**config.mk**
```make
export PLATFORM = sky130hd
export DESIGN_NAME = div_seq_unit
export DESIGN_NICKNAME = d
export VERILOG_FILES = /design/src/rtl/div_seq_unit_pkg.sv /design/src/rtl/div_iter_step.sv /design/src/rtl/div_seq_unit.sv
export SDC_FILE = /design/constraint.sdc
export NUM_CORES = 2
export LEC_CHECK = 0
export BUFFER_PORTS_ARGS = -buffer_cell sky130_fd_sc_hd__buf_2
export CAP_MARGIN = 15
export CORE_ASPECT_RATIO = 1.5
export CORE_MARGIN = 4
export CORE_UTILIZATION = 60
export DETAILED_ROUTE_END_ITERATION = 12
export PLACE_DENSITY = 0.82
export SLEW_MARGIN = 20
export SYNTH_ARGS = -nofsm -noshare
export SYNTH_HDL_FRONTEND = slang
export SYNTH_SLANG_ARGS = --single-unit
```
**constraint.sdc**
```tcl
create_clock -name clk -period 17.4 [get_ports clk]
set_clock_uncertainty 0.1 [all_clocks]
set_input_delay 3.48 -clock clk [delete_from_list [all_inputs] [get_ports clk]]
set_output_delay 3.48 -clock clk [all_outputs]
set_load 0.02 [all_outputs]
```
**src/rtl/div_seq_unit_pkg.sv**
```systemverilog
// div_seq_unit_pkg: shared op/state types, iteration counts and two's-complement helper
package div_seq_unit_pkg;
    typedef enum logic [2:0] {
        OP_DIV, OP_DIVU, OP_REM, OP_REMU, OP_DIVW, OP_DIVUW, OP_REMW, OP_REMUW
    } div_op_t;
    typedef enum logic [2:0] {S_IDLE, S_PREP, S_CALC, S_FIX, S_DONE} div_state_t;
    localparam logic [6:0] DIV_ITER_64 = 7'd64;
    localparam logic [6:0] DIV_ITER_32 = 7'd32;
    function automatic logic [63:0] twos_comp_64(input logic [63:0] a);
        return ~a + 64'd1;
    endfunction
endpackage

```
**src/rtl/div_iter_step.sv**
```systemverilog
// div_iter_step: one radix-2 restoring step on the {rem, quo} pair
module div_iter_step (
    input  logic [63:0] rem,
    input  logic [63:0] quo,
    input  logic [63:0] dvs,
    output logic [63:0] rem_nxt,
    output logic [63:0] quo_nxt
);
    logic [64:0] sh, diff;
    always_comb begin
        // 65 bits: the shifted remainder can exceed 2^64 - 1 before the trial subtract
        sh = {rem, quo[63]};
        diff = sh - {1'b0, dvs};
        rem_nxt = diff[64] ? sh[63:0] : diff[63:0];
        quo_nxt = {quo[62:0], ~diff[64]};
    end
endmodule

```
**src/rtl/div_seq_unit.sv**
```systemverilog
// div_seq_unit: iterative RV64M DIV/REM sequencer with valid/ready handshake and flush
module div_seq_unit
    import div_seq_unit_pkg::*;
#(
    parameter int XLEN  = 64,
    parameter int TAG_W = 5
) (
    input  logic             clk,
    input  logic             rst,
    input  logic             flush,
    input  logic             in_valid,
    output logic             in_ready,
    input  logic [2:0]       in_op,
    input  logic [XLEN-1:0]  in_rs1,
    input  logic [XLEN-1:0]  in_rs2,
    input  logic [TAG_W-1:0] in_tag,
    output logic             out_valid,
    input  logic             out_ready,
    output logic [XLEN-1:0]  out_result,
    output logic [TAG_W-1:0] out_tag,
    output logic             busy
);
    div_state_t state, nxt;
    div_op_t op;
    logic [63:0] a, b, rem, quo, dvs, rem_nxt, quo_nxt;
    logic [63:0] ea, eb, ma, mb, ovf_min, zero_res, ovf_res, qf, rf, sel;
    logic [6:0] cnt;
    logic q_neg, r_neg, w, sgn, is_rem, sa, sb, dz, ovf;
    // op encoding: bit2 = W variant, bit1 = remainder, bit0 = unsigned
    always_comb begin
        w = op[2];
        is_rem = op[1];
        sgn = !op[0];
        ea = w ? {{32{sgn & a[31]}}, a[31:0]} : a;
        eb = w ? {{32{sgn & b[31]}}, b[31:0]} : b;
        sa = sgn & ea[63];
        sb = sgn & eb[63];
        ma = sa ? twos_comp_64(ea) : ea;
        mb = sb ? twos_comp_64(eb) : eb;
        dz = eb == 64'd0;
        ovf_min = w ? 64'hFFFF_FFFF_8000_0000 : 64'h8000_0000_0000_0000;
        ovf = sgn && ea == ovf_min && &eb;
        zero_res = is_rem ? (w ? {{32{a[31]}}, a[31:0]} : a) : '1;
        ovf_res = is_rem ? 64'd0 : ea;
        qf = q_neg ? twos_comp_64(quo) : quo;
        rf = r_neg ? twos_comp_64(rem) : rem;
        sel = is_rem ? rf : qf;
    end
    div_iter_step u_step (
        .rem(rem), .quo(quo), .dvs(dvs), .rem_nxt(rem_nxt), .quo_nxt(quo_nxt)
    );
    always_ff @(posedge clk or posedge rst)
        if (rst) state <= S_IDLE;
        else state <= nxt;
    always_comb
        nxt = flush ? S_IDLE :
              state == S_IDLE ? (in_valid ? S_PREP : S_IDLE) :
              state == S_PREP ? (dz || ovf ? S_DONE : S_CALC) :
              state == S_CALC ? (cnt == 7'd1 ? S_FIX : S_CALC) :
              state == S_FIX  ? S_DONE :
              out_ready ? S_IDLE : S_DONE;
    always_comb begin
        out_valid = state == S_DONE;
        busy = state != S_IDLE;
        in_ready = state == S_IDLE && !flush;
    end
    always_ff @(posedge clk or posedge rst)
        if (rst) begin
            op <= OP_DIV;
            a <= '0;
            b <= '0;
            rem <= '0;
            quo <= '0;
            dvs <= '0;
            cnt <= '0;
            q_neg <= 1'b0;
            r_neg <= 1'b0;
            out_result <= '0;
            out_tag <= '0;
        end else begin
            if (state == S_IDLE && in_valid && !flush) begin
                op <= div_op_t'(in_op);
                a <= in_rs1;
                b <= in_rs2;
                out_tag <= in_tag;
            end
            if (state == S_PREP) begin
                rem <= '0;
                // W ops park the 32-bit dividend high so 32 steps leave the quotient in the low half
                quo <= w ? {ma[31:0], 32'd0} : ma;
                dvs <= mb;
                cnt <= w ? DIV_ITER_32 : DIV_ITER_64;
                q_neg <= sa ^ sb;
                r_neg <= sa;
                if (dz) out_result <= zero_res;
                else if (ovf) out_result <= ovf_res;
            end
            if (state == S_CALC) begin
                rem <= rem_nxt;
                quo <= quo_nxt;
                cnt <= cnt - 7'd1;
            end
            if (state == S_FIX) out_result <= w ? {{32{sel[31]}}, sel[31:0]} : sel;
        end
endmodule

```
==> flow_summary.yaml <==
floorplanning:
  io_pins: 213
  fp.dieW_um: 183
  die_area_um2: 49600
  coreArea_um2: 45600
  die_y_um: 271
  rows: 96
  initial_core_util_pct: 60.5
clock_network:
  holdBufCountCts: 0
  cts_buffers: 41
  postCtsSetupRepairBufs: 0
  postCtsResizedCells: 0
  clock-sinks: 404
  cts-root-buf: "clkbuf_16"
  clk_pin_slew_ns: 0.06
  worstSkewPairLatency_ns: 0.57
  htree_levels: 2
  cts_tree: "built"
  clock_path_buffers: 3
synthesis:
  synth_warnings: 0
  syn-instance-count: 3297
  syn_nets: 3510
  synth_top_area_share_pct: 36.6
  yosysSeqAreaShare_pct: 36.6
  async_flop_share_pct: 100
  post-synth-top-area-cell: "dfrtp_1"
  synth-edff-count: 0
  synth.distinct_cells: 81
  yosys-top-cells-area: "dfrtp_1 (37%), o21ai_0 (7.0%), mux2_2 (5.5%), xnor2_1 (5.5%), nand2_1 (4.9%)"
  synthFlopType: "dfrtp_1"
  netlist_area_um2: 27600
  synth_seq_cells: 404
  syn_avg_cell_area_um2: 8.38
sta:
  hold_violations: 0
  fmax_mhz: 132
  setup_tns_ns: 0
  relSlewSlack_pct: 25.3
  final-max-slew-violation-count: 0
  rsz0062_at_grt: "false"
  fin_crit_ns: 7.60
  tightest_slew_ns: 1.12
  period_share_pct: 43.7
  setup_viol: 0
grt:
  grt_start_max_net_pins: 133
  grt_pass1_vias: 24794
  grt_pass1_wl_um: 137000
  antenna_found_initial: 1
  grt_overflow_total: 0
  track_usage_pct: 34.1
cells_and_area:
  drive_above_1_share_pct: 14.5
  final_cell_mix: "dfrtp_1 (402), o21ai_0 (389), nand2_1 (358), a21oi_1 (269), nor2_1 (247)"
  nNetsFinal: 3569
  final_common_cell: "dfrtp_1"
  seqCellArea_um2: 10100
  diodes: 0
  fill_cells: 3815
  area_growth_pct: 9.85
  multi_input_area_um2: 16400
  utilization_pct: 66.5
outcome:
  status: "completed"
place:
  gp_congestion: 0.972
  dpl.hpwl_um: 63800
  port_buffers: 212
routing:
  ant_nets: 0
  first_pass_iters: 6
  post_drt_via_cell_ratio: 6.48
  wirelength_um: 87200
  drt_iter0_drc: 2288
  wl_per_cell_um: 21.9
  drc: 0
  num_vias: 25728
flow_run:
  cap_violations: 0
hold_path:
  min_to: "out_result[20]$_DFFE_PP0P_"
  holdCritPathClass: "reg -> reg"
  holdPathStages: 1
  hold_start: "out_result[20]$_DFFE_PP0P_"
worst_setup_path:
  cp-start-kind: "primary input"
  cp.arrival_ns: 4.02
  crit_type: "in -> out"
  timing.reg2reg.setup_slack_ns: 11.74
  r2r_end: "quo[0]$_DFFE_PP0P_"
  worstReg2RegStart: "quo[63]$_DFFE_PP0P_"
  endpoint_kind: "output pin"
  cp_max_fo: 4
  r2r_cells: 15
  required_ns: 13.82
pwr:
  leakage_nw: 13.2
  irDropWorstVdd_uv: 116
  cellPowerDensity_nw_per_um2: 127
## kinds of logic (layout without fill, tap and decap cells)
family	count (synthesis)	count (layout)	synth area share (%)
AOI/OAI and AO/OA	1103	1103	24.4
xor gates and xnor gates	297	297	9.42
adders and majority gates	72	72	3.29
muxes	145	145	5.87
buffers and inverters	332	419	4.60
and+or+nand+nor	944	944	15.8
DFF	404	404	36.6
## flip-flops by register name, indices dropped and copies added, names as in the netlist
signal / count
a: 64
b: 64
cnt: 7
dvs: 64
op: 3
out_result: 64
out_tag: 5
q_neg: 1
quo: 64
r_neg: 1
rem: 64
state: 3
## worst max path at each step
| stage | startpoint | to |
|---|---|---|
| 2_1_floorplan | rst | a[0]$_DFFE_PP0P_ |
| 3_3_place_gp | flush | in_ready |
| 6_report | flush | in_ready |
| 4_1_cts | flush | in_ready |
| 5_1_grt | flush | in_ready |
| 3_5_place_dp | flush | in_ready |
## per-stage QoR
step	power (W)	instance area (um2)	std cells	hold slack (ns)	setup slack (ns)
5_1_grt	0.00408	30300	3972	0.397	9.75
2_1_floorplan	0.00243	27600	3297	0.349	2.58
3_3_place_gp	0.00284	28900	3901	0.359	9.79
4_1_cts	0.00384	30300	3972	0.376	9.80
3_5_place_dp	0.00288	28900	3901	0.363	9.80
6_report	0.00387	30300	3972	0.372	9.80
## Yosys cell counts, drive strengths merged (7+ instances only)
master	instances
inv	108
nand2	363
o22ai	20
and3	8
o21bai	14
a221oi	21
and2	9
a22o	7
or4	24
ha	71
o41ai	28
nand3	38
o211ai	34
dfrtp	404
or3	28
a21boi	32
a21oi	270
mux2	136
nor2	250
a32oi	10
o31ai	82
clkbuf	201
xnor2	172
buf	23
mux2i	9
o32ai	12
a21o	28
nor4	28
nor2b	24
a22oi	39
nand2b	32
xor2	125
or2	10
a211oi	46
a31oi	25
o21ai	398
nand4	43
nor3	66
## routing by layer
layer / global-route usage, % / wire (um)
met1: 42.9 / 33400
met2: 55.9 / 41600
met3: 3.69 / 5700
met5: 0 / 14
met4: 21.4 / 6450
## power by group
group	switching, W	leakage, nW	internal (W)
Clock	0.000384	0.708	0.000574
Sequential	0.000292	5.11	0.00114
Combinational	0.000906	7.39	0.000572
Total	0.00158	13.2	0.00228
## critical path, cell delays in order
cell and delay (ns):
buf_2 0.12, nor2_1 0.21, buf_2 0.21
## area by class of cell
cell class	instances	area share, %
Inverter	108	1.36
Multi-Input combinational cell	2561	53.9
Sequential cell	404	33.3
Clock inverter	12	0.647
Clock buffer	59	4.14
Tap cell	588	2.42
Timing Repair Buffer	240	4.20
Note: power is estimated with default switching activity, not from simulation.
